==> src/rtl/lane_tx_scheduler_if.sv <==
// Requester-side byte interface shared by the two sources feeding the lane scheduler.
// Handshake: a byte on data_x moves on a rising clk_4f edge where req_x and ready_x are both high;
// data_x must be stable while req_x is high, and ready_x is a same-cycle combinational grant.
interface lane_tx_scheduler_if;
  logic       req_0;
  logic       req_1;
  logic [7:0] data_0;
  logic [7:0] data_1;
  logic       ready_0;
  logic       ready_1;

  modport master (
    output req_0, req_1, data_0, data_1,
    input  ready_0, ready_1
  );

  modport slave (
    input  req_0, req_1, data_0, data_1,
    output ready_0, ready_1
  );
endinterface

==> src/rtl/lane_tx_scheduler.sv <==
// Byte-lane transmit scheduler: COM training, round-robin merge of two requesters,
// periodic SKP insertion, registered symbol output toward the serializer.
module lane_tx_scheduler #(
  parameter int TRAIN_LEN    = 16,
  parameter int SKP_INTERVAL = 64
) (
  input  logic                clk_4f,
  input  logic                reset,
  input  logic                enable,
  lane_tx_scheduler_if.slave  req_if,
  output logic [7:0]          data_out,
  output logic                valid_out,
  output logic                k_out,
  output logic                link_up,
  output logic [1:0]          dbg_state
);

  localparam int TW = $clog2(TRAIN_LEN + 1);
  localparam int SW = $clog2(SKP_INTERVAL);
  localparam logic [TW-1:0] TRAIN_LAST = TW'(TRAIN_LEN - 1);
  localparam logic [SW-1:0] SKP_LAST   = SW'(SKP_INTERVAL - 1);
  localparam logic [7:0]    SYM_COM    = 8'hBC;
  localparam logic [7:0]    SYM_SKP    = 8'h1C;

  typedef enum logic [1:0] {S_IDLE, S_TRAIN, S_ACTIVE, S_SKP} state_t;

  state_t        state, state_nxt;
  logic [TW-1:0] train_cnt;
  logic [SW-1:0] skp_cnt;
  logic          last_grant;
  logic          skp_slot, can_grant, grant_0, grant_1, xfer;
  logic [7:0]    xfer_data;
  logic [7:0]    data_nxt;
  logic          valid_nxt, k_nxt, link_nxt;

  assign dbg_state = state;

  // The last ACTIVE slot before SKP is reserved so the SKP boundary never splits a transfer.
  assign skp_slot  = (state == S_ACTIVE) && (skp_cnt == SKP_LAST);
  assign can_grant = (state == S_ACTIVE) && !skp_slot;
  assign grant_0   = req_if.req_0 && (!req_if.req_1 || last_grant);
  assign grant_1   = req_if.req_1 && (!req_if.req_0 || !last_grant);
  assign req_if.ready_0 = can_grant && grant_0;
  assign req_if.ready_1 = can_grant && grant_1;
  assign xfer      = req_if.ready_0 || req_if.ready_1;
  assign xfer_data = req_if.ready_1 ? req_if.data_1 : req_if.data_0;

  always_ff @(posedge clk_4f or posedge reset) begin
    if (reset) state <= S_IDLE;
    else       state <= state_nxt;
  end

  always_comb begin
    state_nxt = state;
    if (!enable) begin
      state_nxt = S_IDLE;
    end else begin
      case (state)
        S_IDLE:   state_nxt = S_TRAIN;
        S_TRAIN:  if (train_cnt == TRAIN_LAST) state_nxt = S_ACTIVE;
        S_ACTIVE: if (skp_slot) state_nxt = S_SKP;
        S_SKP:    state_nxt = S_ACTIVE;
        default:  state_nxt = S_IDLE;
      endcase
    end
  end

  always_comb begin
    data_nxt  = SYM_COM;
    valid_nxt = 1'b0;
    k_nxt     = 1'b1;
    link_nxt  = 1'b0;
    if (enable) begin
      case (state)
        S_TRAIN: valid_nxt = 1'b1;
        S_ACTIVE: begin
          link_nxt = 1'b1;
          if (xfer) begin
            data_nxt  = xfer_data;
            valid_nxt = 1'b1;
            k_nxt     = 1'b0;
          end
        end
        S_SKP: begin
          data_nxt  = SYM_SKP;
          valid_nxt = 1'b1;
          link_nxt  = 1'b1;
        end
        default: ;
      endcase
    end
  end

  always_ff @(posedge clk_4f or posedge reset) begin
    if (reset) begin
      data_out  <= SYM_COM;
      valid_out <= 1'b0;
      k_out     <= 1'b1;
      link_up   <= 1'b0;
    end else begin
      data_out  <= data_nxt;
      valid_out <= valid_nxt;
      k_out     <= k_nxt;
      link_up   <= link_nxt;
    end
  end

  // The SKP cycle itself counts as a slot, so steady-state SKPs are SKP_INTERVAL cycles apart.
  always_ff @(posedge clk_4f or posedge reset) begin
    if (reset) begin
      train_cnt  <= '0;
      skp_cnt    <= '0;
      last_grant <= 1'b1;
    end else begin
      if (xfer) last_grant <= req_if.ready_1;
      if (!enable || state != S_TRAIN || train_cnt == TRAIN_LAST) train_cnt <= '0;
      else                                                        train_cnt <= train_cnt + TW'(1);
      if (!enable || skp_slot)                           skp_cnt <= '0;
      else if (state == S_ACTIVE || state == S_SKP)      skp_cnt <= skp_cnt + SW'(1);
      else                                               skp_cnt <= '0;
    end
  end

endmodule

==> src/flat_wrapper.sv <==
// flat-port wrapper written by rule: the top's interface ports become plain ports
module lane_tx_scheduler_flat 
#(
  parameter int TRAIN_LEN    = 16,
  parameter int SKP_INTERVAL = 64
)
  (clk_4f, reset, enable, data_out, valid_out, k_out, link_up, dbg_state, req_if_req_0, req_if_req_1, req_if_data_0, req_if_data_1, req_if_ready_0, req_if_ready_1);
  lane_tx_scheduler_if req_if_i ();
  input  logic clk_4f;
  input  logic reset;
  input  logic enable;
  output logic [7:0] data_out;
  output logic valid_out;
  output logic k_out;
  output logic link_up;
  output logic [1:0] dbg_state;
  input wire logic [$bits(req_if_i.req_0)-1:0] req_if_req_0;
  input wire logic [$bits(req_if_i.req_1)-1:0] req_if_req_1;
  input wire logic [$bits(req_if_i.data_0)-1:0] req_if_data_0;
  input wire logic [$bits(req_if_i.data_1)-1:0] req_if_data_1;
  output wire logic [$bits(req_if_i.ready_0)-1:0] req_if_ready_0;
  output wire logic [$bits(req_if_i.ready_1)-1:0] req_if_ready_1;
  assign req_if_i.req_0 = req_if_req_0;
  assign req_if_i.req_1 = req_if_req_1;
  assign req_if_i.data_0 = req_if_data_0;
  assign req_if_i.data_1 = req_if_data_1;
  assign req_if_ready_0 = req_if_i.ready_0;
  assign req_if_ready_1 = req_if_i.ready_1;
  lane_tx_scheduler #(.TRAIN_LEN(TRAIN_LEN), .SKP_INTERVAL(SKP_INTERVAL)) u_core (.clk_4f(clk_4f), .reset(reset), .enable(enable), .req_if(req_if_i), .data_out(data_out), .valid_out(valid_out), .k_out(k_out), .link_up(link_up), .dbg_state(dbg_state));
endmodule
==> config.mk <==
export PLATFORM = sky130hd
export DESIGN_NAME = lane_tx_scheduler_flat
export DESIGN_NICKNAME = d
export VERILOG_FILES = /design/src/rtl/lane_tx_scheduler_if.sv /design/src/rtl/lane_tx_scheduler.sv /design/src/flat_wrapper.sv
export SDC_FILE = /design/constraint.sdc
export NUM_CORES = 1
export LEC_CHECK = 0
export ABC_AREA = 1
export CAP_MARGIN = 20
export CORE_UTILIZATION = 50
export CTS_CLUSTER_DIAMETER = 150
export DETAILED_ROUTE_END_ITERATION = 8
export DONT_BUFFER_PORTS = 1
export GPL_TIMING_DRIVEN = 1
export PLACE_DENSITY = 0.67
export SLEW_MARGIN = 30
export SYNTH_ARGS = -nofsm -noshare
export SYNTH_HDL_FRONTEND = slang
export SYNTH_SLANG_ARGS = --single-unit
==> constraint.sdc <==
create_clock -name clk_4f -period 2.4 [get_ports clk_4f]
set_input_delay 0.36 -clock clk_4f [delete_from_list [all_inputs] [get_ports clk_4f]]
set_output_delay 0.36 -clock clk_4f [all_outputs]
set_load 0.05 [all_outputs]
# == After elaboration in Yosys (flattened, before gate mapping) ==
# Index checks and enable logic that the tools add are counted.
# op_classes
eq_ne,8
addsub,2
reduce_logical,22
mux,19
# op_table
op,count
2-to-1 mux 8 bit,3
case mux 8 bit (2 select lines),1
2-to-1 mux 6 bit,2
case mux 2 bit (4 select lines),1
logical OR 1 bit,7
2-to-1 mux 1 bit,7
"adder 6 x 1 -> 6 bit, second input constant",1
"== test 6 bit, second input constant",1
logical AND 1 bit,6
2-to-1 mux 2 bit,3
"inequality test 3 x 2 -> 1 bit, second input constant",2
"adder 5 x 1 -> 5 bit, second input constant",1
"== test 5 x 4 -> 1 bit, second input constant",1
zero test 1 bit,5
2-to-1 mux 5 bit,1
"== test 2 bit, second input constant",2
OR reduction 2 bit,2
"== test 2 x 1 -> 1 bit, second input constant",1
zero test 2 bit,1
"inequality test 2 x 1 -> 1 bit, second input constant",1
case mux 1 bit (2 select lines),1
AND reduction 2 bit,1
# totals
regBits,25
wordCells,59

# == Depth between registers and ports, before layout ==
# Gate-level depths: netlist of the first run.
# logic_depth
ltp_word,9
mapped_depth,9
ltp_nobuf,9

# == Worst setup path before layout of the first run ==
# Ideal clock, no wire load.
# synth_timing
path_kind,register to output
start,reg u_core.state[1] (netlist: u_core.dbg_state[1])
end,out req_if_ready_0
path_buffers,0
stages_incl_launch_ff,5
t_arrival_ns,1.722
path_slack_ns,0.318
path_cell_list,dfrtp_1 -> inv_2 -> nor2_8 -> inv_4 -> nor3_2
# synth_via
elab_chain_cells,5
# synth_rtl
element,line_no,source
from (decl),lane_tx_scheduler.sv:27,"state_t state, state_nxt;"
from (signal assigned),lane_tx_scheduler.sv:50,else state <= state_nxt;
== test 2 bit *,"lane_tx_scheduler.sv:39, lane_tx_scheduler.sv:40",
logical AND 1 bit,lane_tx_scheduler.sv:39,assign skp_slot = (state == S_ACTIVE) && (skp_cnt == SKP_LAST);
zero test 1 bit,lane_tx_scheduler.sv:40,assign can_grant = (state == S_ACTIVE) && !skp_slot;
logical AND 1 bit *,lane_tx_scheduler.sv:40,
logical AND 1 bit *,lane_tx_scheduler.sv:43,assign req_if.ready_0 = can_grant && grant_0;
to (decl),flat_wrapper.sv:21,output wire logic [$bits(req_if_i.ready_0)-1:0] req_if_ready_0;
# Mark *: on every way between the ends. The rest lies on a longest branch, timed or not.

# == Worst setup path after layout of the first run ==
# layout_timing
start,reg u_core.state[0] (netlist: u_core.dbg_state[0])
end,out req_if_ready_0
# The elaborated chain is that of the path after synthesis.

==> metrics.md, run 1 <==
| Metric | Value |
|---|---|
| Max VDD drop | around 0.00059 V |
| Delay-heaviest family, CP | flip-flops |
| Via count | just under 800 |
| Leading cell types in the layout, fill and taps excluded | 23 x nand2_1, 18 x dfrtp_1, 13 x nor2_1, 12 x inv_1, 7 x dfstp_2 |
| Number of nets in the layout | about 150 |
| Dpl hpwl | around 1500 um |
| First-pass GRT wire length | between 3000 and 4000 um |
| CORE AREA | between 2000 and 2500 um2 |
| # DRC | 0 |
| Most used routing layer in global routing | met2 |
| Post-Synth Simple-Gate Area | 26.2% |
| Post-synth top area cell | dfrtp_1 |
| Endpoints failing hold | 0 |
| Fillcell total | slightly above 200 |
| Leak Pwr | about 0.00058 uW |
| I/O pin cnt | 36 |
| Critical Path AT | ~1700 ps |
| Initial drt markers | 8 |
| Sw power | 528 uW |
| Final Slew Violations | 0 |
| Layout cell share with drive strength beyond 1 | a little over a quarter |
| CTS tree | yes |
| Clock sinks | 25 |
| Fmax | between 400 and 500 MHz |
| Sequential cell area | about 630 um2 |
| Vias per cell | just over 5 |
| Sequential share of power | between 50% and 60% |
| Crit path kind | reg2out |
| I/O Buffers | 0 |
| Power Density | between 900 and 1000 nW/um2 |
| Status | complete, no violations |
| Die H | just over 50 um |
| Starting Density | 53.2% |
| GP Congestion | 0.786 |
| Setup ws final | ~370 ps |
| Synth warnings | 0 |
| Slowest cell on the critical path | dfrtp_1 |
| Die X | between 50 and 60 um |
| P_int | 666 uW |
| First-pass DRT Iterations | 3 |
| Area of the multi-input gates | around 480 um2 |
| Syn_nets | 145 |
| P&R area growth vs syn | 7.26% |
| DIE AREA | 2580 um2 |
| Post-cts resize count | 0 |
| Setup Skew | 2.44 ps |
| Post-synth cell types | 28 |
| CP Data Required Time | approximately 2000 ps |
| CP startpoint kind | flip-flop |
| Initial antenna violation count | 0 |
| Worst skew pair latency | around 300 ps |
| Yosys top cell area share | around 38% |
| Highest net fanout along the worst path | 4 |
| Max clock buf depth | 2 |
| Crit-path max cell delay | about 670 ps |
| Worst Hold Class | in2reg |
| Max transition margin | 53.7% |
| Met2 GRT Util | between 20% and 30% |
| Total CTS buffers | 3 |
| Complex-gate fraction of the synthesized area | about a tenth |
| Syn Std Cell Area | 1190 um2 |
| Period minus WS final | 2030 ps |
| Post-synthesis mux area share | 0% |
| Critical Path End Type | primary output |
| Clk pwr share | between 10% and 20% |
| WL per Instance | about 12 um |
| # rows | 17 |
| Worst-Margin Slew | 695 ps |
| # diodes | 0 |
| Total number of H-tree levels | 1 |
| GR Util met3 | 4.55% |
| Setup TNS | 0 ps |
| Crit path buffers/inverters | 2 |
| Antenna Nets Post-Route | 0 |
| Dpl cell area | about 1200 um2 |
| Syn avg cell area | between 9 and 10 um2 |
| Sequential area share after synthesis | between 50% and 60% |
| Clk slew on worst S/H paths | ~130 ps |
| Gate power share | between 20% and 30% |
| Grt ovf | 0 |
| Finished Cell Area | 1270 um2 |
| Commonest non-fill, non-tap cell in the layout | nand2_1 |
| FF+latch count, synth | 25 |
| Largest family of logic cells by synthesized area | simple AND/OR/NAND/NOR gates |
| Vias in the first global route | ~710 |
| RSZ-0062 raised after global routing | false |
| Total GRT Usage | around 17% |
| Place WS | a little over 700 ps |
| Inst Count DP | 151 |
| Post-Route WL | 1940 um |
| Synth Area in Adders | 3.16% |
| R2R Setup Slk | around 790 ps |
| Sw Ratio | between 40% and 50% |
| Largest net degree at the start of global routing | 26 |
| Post-Synth XOR/XNOR Area | less than 1% |
| Synth Instances | roughly 120 |
| Largest cells by area after synthesis | dfrtp_1 38%, dfstp_2 15%, nand2_1 7.3%, inv_1 4.1%, nor2_1 4.1% |
| Root Driver | clkbuf_4 |
| Hold_ws | 125 ps |
| Non-Filler Instances | 156 |
| Max Cap Viol | 0 |
| CP cell instances | nor2_8 -> inv_4 -> nor3_2 -> buf_4 |
| Met1 usage | 22.1% |
| Setup Viol. Count Final | 0 |
| Tcrit/Tclk final | 84.6% |
[Yosys cell counts (all sizes together)]
library cell	instances
nand2	28
dfrtp	18
inv	17
nor2	16
a21oi	8
dfstp	7
o21ai	6
nand3	5
nand4	4
nor3	4
ha	3
nor3b	2
a21boi	1
o211ai	1
xor2	1
[kinds of logic after synthesis]
logic type	count (synthesis)
adder cells (fa/ha/maj)	3
AND/OR/NAND/NOR	59
flip-flops	25
XOR/XNOR	1
AO/OA/AOI/OAI	16
buffers and inverters	17
[layer usage]
metal  vias to the layer above  wire length, um
met2                        15              903
met5                         -                0
met1                       364              935
met4                         0               16
met3                         2               83
li1                        405                -
[final timing paths]
kind / from / end / depth (start not counted)
worst max-delay path: u_core.dbg_state[0] / req_if_ready_0 / 4
min in group asynchronous: reset / u_core.valid_out / 2
worst min-delay path: enable / u_core.data_out[4] / 1
worst min register to register: u_core.skp_cnt[0] / u_core.skp_cnt[0] / 1
worst max register to register: u_core.dbg_state[0] / u_core.data_out[5] / 7
max in group asynchronous: reset / u_core.last_grant / 2
[sequential cells by signal (all words and copies together) (netlist names)]
register           flops
u_core.k_out           1
u_core.data_out        8
u_core.train_cnt       5
u_core.link_up         1
u_core.valid_out       1
u_core.last_grant      1
u_core.dbg_state       2
u_core.skp_cnt         6
[timing repair]
action,CTS,global route
endpoints found under the hold margin,0,18
hold buffers,0,1
setup buffers,0,0
[per-stage QoR]
step	utilization, %	power [uW]
2_1_floorplan	-	958
3_3_place_gp	55.5	1010
3_5_place_dp	55.5	1030
4_1_cts	56.6	1210
5_1_grt	57.1	1260
6_report	57.1	1190
[power by group through the flow]
stage	logic [uW]	registers, uW	clock network (uW)
3_3_place_gp	315	700	0
3_5_place_dp	322	704	0
2_1_floorplan	234	724	0
4_1_cts	322	696	187
5_1_grt	354	705	205
6_report	318	694	181
[area by class of cell]
type                            count  area share, %
Clock buffer                        4           2.06
Inverter                           17           5.59
Multi-Input combinational cell     79           37.9
Sequential cell                    25           49.8
Tap cell                           28           2.75
Timing Repair Buffer                3           1.96
[worst register-to-register path: cells and delay by family, from the launching register on]
family / cells / cell delay [ps]
flip-flops: 1 / 670
AND/OR/NAND/NOR: 5 / 610
buffers and inverters: 2 / 280
Power figures use the tool's default switching activity.
==> inputs of run 2 (changes only) <==
--- a/config.mk
+++ b/config.mk
@@ -12,7 +12,7 @@
 export DETAILED_ROUTE_END_ITERATION = 8
 export DONT_BUFFER_PORTS = 1
 export GPL_TIMING_DRIVEN = 1
-export PLACE_DENSITY = 0.67
+export PLACE_DENSITY = 0.7
 export SLEW_MARGIN = 30
 export SYNTH_ARGS = -nofsm -noshare
 export SYNTH_HDL_FRONTEND = slang
==> constraint.sdc (replaced) <==
create_clock -name clk_4f -period 1.8 [get_ports clk_4f]
set_input_delay 0.27 -clock clk_4f [delete_from_list [all_inputs] [get_ports clk_4f]]
set_output_delay 0.27 -clock clk_4f [all_outputs]
set_load 0.05 [all_outputs]
==> run 2 against run 1 <==
Design area is 8.1% higher. Clock-buffer cell count unchanged. Final cell count increased by 4.5%. Clock skew up 1.6 ps. Combinational power rose by 67%. Core utilization up 4.6 points. Critical endpoint unchanged. Clock power increased by 31%.
==> metrics.md, run 2 (synthesis gave the netlist of run 1 again) <==
| Metric | Value |
|---|---|
| Starting Density | 53.2% (unchanged) |
| Crit path kind | reg2out |
| Worst Hold Class | in2reg |
| Max VDD drop | 0.000761 V (+30%) |
| Initial drt markers | 14 (+6) |
| Root Driver | clkbuf_4 |
| GP Congestion | 0.712 (-9.4%) |
| Leading cell types in the layout, fill and taps excluded | 23 x nand2_1, 18 x dfrtp_1, 13 x inv_1, 13 x nor2_1, 8 x buf_4 |
| Initial antenna violation count | 0 (unchanged) |
| Register-to-Register Path Depth | 7 (unchanged) |
| Via count | 842 (+7.1%) |
| P&R area growth vs syn | 16.0% |
| DIE AREA | 2580 um2 (unchanged) |
| Tcrit/Tclk final | a little over nine tenths |
| Max reg flops | 8 (unchanged) |
| Setup Viol. Count Final | 0 (unchanged) |
| Dpl cell area | 1270 um2 (+2.7%) |
| CP Data Required Time | 1530 ps (-510 ps) |
| Inst Count DP | 153 (+1.3%) |
| Largest register by flop count | u_core.data_out |
| Critical Path AT | 1460 ps (-210 ps) |
| WL per Instance | 13.1 um (+5.3%) |
| Status | complete, no violations |
| # rows | 17 (unchanged) |
| Clk slew on worst S/H paths | 130 ps (about the same) |
| First-pass DRT Iterations | 4 (+1) |
| Die X | 50.8 um (unchanged) |
| Setup Skew | 4.07 ps (+1.63 ps) |
| Total power | 1660 uW (+39%) |
| # diodes | 0 (unchanged) |
| Total number of H-tree levels | 1 (unchanged) |
| Die H | 50.8 um (unchanged) |
| Period minus WS final | ~1700 ps |
| Endpoints failing hold | 0 (unchanged) |
| Highest net fanout along the worst path | 3 (-1) |
| Max Cap Viol | 0 (unchanged) |
| Final Slew Violations | 0 (unchanged) |
| Vias in the first global route | 850 (+20%) |
| Non-Filler Instances | 163 (+4.5%) |
| I/O Buffers | 0 (unchanged) |
| Total CTS buffers | 3 (unchanged) |
| Vias per cell | 5.17 (+2.5%) |
| CTS tree | yes |
| First-pass GRT wire length | 3590 um (+16%) |
| Final core occ | 61.7% (+4.6 points) |
| Layout cell share with drive strength beyond 1 | 31.1% (+4.5 points) |
| Power Density | 1200 nW/um2 (+28%) |
| Largest regs | u_core.data_out: 8 flops, u_core.skp_cnt: 6 flops, u_core.train_cnt: 5 flops |
| Critical Path End Type | primary output |
| I/O pin cnt | 36 (unchanged) |
| CP startpoint kind | flip-flop |
| Antenna Nets Post-Route | 0 (unchanged) |
| Worst-Margin Slew | 445 ps (-250 ps) |
| # DRC | 0 (unchanged) |
| Max clock buf depth | 2 (unchanged) |
| Hold path cells | 1 (unchanged) |
| Total GRT Usage | 18.9% (+2.2 points) |
| Fmax | 578 MHz |
| Hold_ws | 49.9 ps (-75.2 ps) |
| Max transition margin | 70.4% (+17 points) |
| Clock sinks | 25 (unchanged) |
| Dpl hpwl | 1580 um (+4.1%) |
| Leak Pwr | 0.000620 uW (+6.6%) |
| CORE AREA | 2230 um2 (unchanged) |
| Grt ovf | 0 (unchanged) |
| Worst skew pair latency | 300 ps (about the same) |
| Commonest non-fill, non-tap cell in the layout | nand2_1 |
| Post-Route WL | 2130 um (+10%) |
| Finished Cell Area | 1380 um2 (+8.1%) |
| Number of nets in the layout | 160 (+4.6%) |
| Largest net degree at the start of global routing | 26 (unchanged) |
## run 2: cell count changes in the layout (fill, tap and decap cells not counted), sizes merged
cell,change
buf,+7
## run 2: timing repair
item / in CTS / in global routing
hold buffers: 1 / 0
setup buffers: 1 / 4
pin swaps: 1 / 3
endpoints found under the hold margin: 18 / 0
setup endpoints to repair: 2 / 2
gates resized for setup: 1 / 6
## run 2: layer usage
layer  wire, um  part of all wire, %  vias to the layer above  global-route usage, %
met5          0                    0                        -                      0
met1        908                   43                      403                   23.6
li1           -                    -                      418                      -
met3         83                  3.9                        2                   3.64
met2       1130                   53                       19                   33.1
met4         14                 0.66                        0                   5.56
## run 2: worst max-delay path, cell delays in order (launching register included)
cell and delay [ps]:
dfrtp_1 430, ha_4 190, nand3_4 70, nor2_4 50
nor3_4 240, buf_12 170
## run 2: power by group
group	internal, uW	switching (uW)
clock	86.2	151
sequential	672	216
combinational	172	358
total	930	725
## run 2: path summary, 6_finish.rpt
kind,slack [ps],end,start
max,70,req_if_ready_0,u_core.skp_cnt[1]
min,50,u_core.data_out[3],enable
max reg2reg,280,u_core.train_cnt[3],u_core.train_cnt[0]
min reg2reg,470,u_core.train_cnt[0],u_core.train_cnt[0]
max in group asynchronous,1060,u_core.data_out[4],reset
min in group asynchronous,440,u_core.train_cnt[3],reset
## run 2: final cells by class
| class | instances | area, um2 |
|---|---|---|
| Clock buffer | 4 | 26.3 |
| Tap cell | 28 | 35.0 |
| Multi-Input combinational cell | 79 | 519 |
| Fill cell | 184 | 855 |
| Inverter | 17 | 73.8 |
| Sequential cell | 25 | 634 |
| Timing Repair Buffer | 10 | 90.1 |
## run 2: per-stage QoR
stage / setup slack, ps / setup TNS, ps
3_3_place_gp: 315 / 0
4_1_cts: 0.927 / 0
5_1_grt: -5.89 / -5.89
6_report: 69.5 / 0
2_1_floorplan: 62.5 / 0
3_5_place_dp: 289 / 0
==> inputs of run 3 (changes only) <==
--- a/config.mk
+++ b/config.mk
@@ -7,12 +7,13 @@
 export LEC_CHECK = 0
 export ABC_AREA = 1
 export CAP_MARGIN = 20
-export CORE_UTILIZATION = 50
+export CORE_MARGIN = 2
+export CORE_UTILIZATION = 54
 export CTS_CLUSTER_DIAMETER = 150
 export DETAILED_ROUTE_END_ITERATION = 8
 export DONT_BUFFER_PORTS = 1
 export GPL_TIMING_DRIVEN = 1
-export PLACE_DENSITY = 0.7
+export PLACE_DENSITY = 0.74
 export SLEW_MARGIN = 30
 export SYNTH_ARGS = -nofsm -noshare
 export SYNTH_HDL_FRONTEND = slang
==> run 3 against run 2 <==
First-iteration DRC count up 29%. Via count down 0.36%. Critical path type unchanged. Die area up 0.63%. Clock skew down 1.2 ps. Power about the same. Register-to-register slack better by 20 ps. Sequential share of layout area up 1.3 points. Worst hold slack better by 3.2 ps. Non-clock buffer count down 3. Core utilization up 4.5 points.
==> metrics.md, run 3 (synthesis gave the netlist of run 1 again) <==
| Metric | Value |
|---|---|
| Status | complete, no violations |
| Vias per cell | 5.28 (+2.2%) |
| DIE AREA | 2590 um2 (+0.63%) |
| Max clock buf depth | 2 (unchanged) |
| Layout cell share with drive strength beyond 1 | 28.8% (-2.3 points) |
| Crit path buffers/inverters | 2 (+1) |
| Worst-Margin Slew | 445 ps (+0.769 ps) |
| Setup Skew | 2.84 ps (-1.23 ps) |
| Commonest non-fill, non-tap cell in the layout | nand2_1 |
| Leading cell types in the layout, fill and taps excluded | 23 x nand2_1, 18 x dfrtp_1, 13 x inv_1, 13 x nor2_1, 7 x dfstp_2 |
| CORE AREA | 2020 um2 (-9.5%) |
| # rows | 16 (-1) |
| Hold path cells | 1 (unchanged) |
| Inst Count DP | 152 (-0.65%) |
| Final core occ | 66.3% (+4.5 points) |
| Fillcell total | 161 (-13%) |
| CP Data Required Time | 1530 ps (about the same) |
| Initial drt markers | 18 (+4) |
| Sequential cell area | 634 um2 (unchanged) |
| Max reg flops | 8 (unchanged) |
| Initial antenna violation count | 0 (unchanged) |
| Fmax | 581 MHz (+0.46%) |
| Via count | 839 (-0.36%) |
| Die H | 50.9 um (+0.32%) |
| CTS tree | yes |
| I/O pin cnt | 36 (unchanged) |
| Worst Hold Class | in2reg |
| Max transition margin | 70.3% (about the same) |
| Area of the multi-input gates | 499 um2 (-3.9%) |
| Met1 usage | 22.5% (-1.0 points) |
| Setup TNS | 0 ps (unchanged) |
| Largest register by flop count | u_core.data_out |
| Met2 GRT Util | 30.7% (-2.4 points) |
| Leak Pwr | 0.000610 uW (-1.7%) |
| # diodes | 0 (unchanged) |
| Endpoints failing hold | 0 (unchanged) |
| Post-Route WL | 2180 um (+2.4%) |
| Total CTS buffers | 3 (unchanged) |
| Critical Path End Type | primary output |
| First-pass DRT Iterations | 5 (+1) |
| Period minus WS final | 1720 ps (-7.91 ps) |
| Most used routing layer in global routing | met2 |
| Hold path start | enable |
| GP Congestion | 0.743 (+4.4%) |
| CP cell instances | nor2_8 -> inv_4 -> nor3_4 -> buf_12 |
| Total number of H-tree levels | 1 (unchanged) |
| Starting Density | 58.8% (+5.6 points) |
| Crit-path max cell delay | 500 ps (+70 ps) |
| Worst path depth | 4 (-1) |
| Antenna Nets Post-Route | 0 (unchanged) |
| CP startpoint kind | flip-flop |
| Vias in the first global route | 812 (-4.5%) |
| Max VDD drop | 0.000870 V (+14%) |
| Power Density | 1230 nW/um2 (+2.8%) |
| Delay-heaviest family, CP | flip-flops |
| Tcrit/Tclk final | 95.7% (-0.44 points) |
| Non-Filler Instances | 159 (-2.5%) |
| Number of nets in the layout | 157 (-1.9%) |
| Root Driver | clkbuf_4 |
| I/O Buffers | 0 (unchanged) |
| Critical R2R Launch | u_core.train_cnt[0] |
| Total GRT Usage | 18.1% (-0.79 points) |
| GR Util met3 | 4.39% (+0.75 points) |
| Clk slew on worst S/H paths | 120 ps (about the same) |
| Largest net degree at the start of global routing | 26 (unchanged) |
| First-pass GRT wire length | 3550 um (-1.3%) |
| Crit path kind | reg2out |
| Crit path launch | u_core.dbg_state[0] |
| Dpl hpwl | 1690 um (+7.0%) |
| Clock sinks | 25 (unchanged) |
| Grt ovf | 0 (unchanged) |
| Critical Path AT | 1450 ps (about the same) |
| Largest regs | u_core.data_out: 8 flops, u_core.skp_cnt: 6 flops, u_core.train_cnt: 5 flops |
| Highest net fanout along the worst path | 4 (+1) |
| Register-to-Register Path Depth | 7 (unchanged) |
| Slowest cell on the critical path | dfrtp_1 |
| Worst skew pair latency | 300 ps (about the same) |
| Die X | 50.9 um (+0.32%) |
| P&R area growth vs syn | 12.7% |
| WL per Instance | 13.7 um (+5.0%) |
| # DRC | 0 (unchanged) |
| Setup Viol. Count Final | 0 (unchanged) |
| Final Slew Violations | 0 (unchanged) |
| Max Cap Viol | 0 (unchanged) |
-- run 3: cell count changes in the layout (fill, tap and decap cells not counted) --
cell | previous run | this run
buf_4 | 8 | 5
clkinv_8 | 0 | 1
ha_1 | 2 | 3
ha_4 | 1 | 0
inv_8 | 1 | 0
nand3_2 | 0 | 1
nand3_4 | 2 | 1
-- run 3: cell type report --
type | instances | area share, %
sequential | 25 | 47.3
multi-input combinational | 79 | 37.3
inverter | 17 | 5.88
timing repair buffer | 7 | 5.04
tap | 27 | 2.52
clock buffer | 4 | 1.96
-- run 3: through the flow --
stage	cell area [um2]	hold slack, ps	setup slack [ps]	total power (uW)
4_1_cts	1310	44.8	-0.262	1650
5_1_grt	1340	30.7	-5.55	1740
6_report	1340	53.1	77.4	1650
3_5_place_dp	1270	225	303	1410
3_3_place_gp	1270	223	326	1390
2_1_floorplan	1190	292	62.5	1280
-- run 3: worst paths after layout --
path                                  endpoint  slack (ps)
setup / recovery                req_if_ready_0          80
max in group asynchronous   u_core.data_out[4]        1080
min in group asynchronous   u_core.data_out[1]         430
hold / removal              u_core.data_out[3]          50
setup reg to reg           u_core.train_cnt[0]         300
hold reg to reg              u_core.skp_cnt[0]         470
-- run 3: power breakdown --
part / total (uW) / switching [uW] / internal (uW)
clock: 237 / 151 / 86.4
combinational: 530 / 362 / 168
sequential: 886 / 214 / 672
total: 1650 / 727 / 927
-- run 3: repair_timing --
| item | in CTS | in global routing |
|---|---|---|
| endpoints found under the hold margin | 18 | 0 |
| pin swaps | 1 | 0 |
| gates resized for setup | 1 | 4 |
| buffers inserted | 0 | 2 |
| setup endpoints to repair | 2 | 2 |
| hold buffers | 1 | 0 |
-- run 3: metal layers --
| metal | vias to the layer above | share of wire [%] |
|---|---|---|
| li1 | 411 | - |
| met1 | 386 | 41 |
| met2 | 38 | 51 |
| met3 | 4 | 7.2 |
| met4 | 0 | 1.1 |
| met5 | - | 0 |
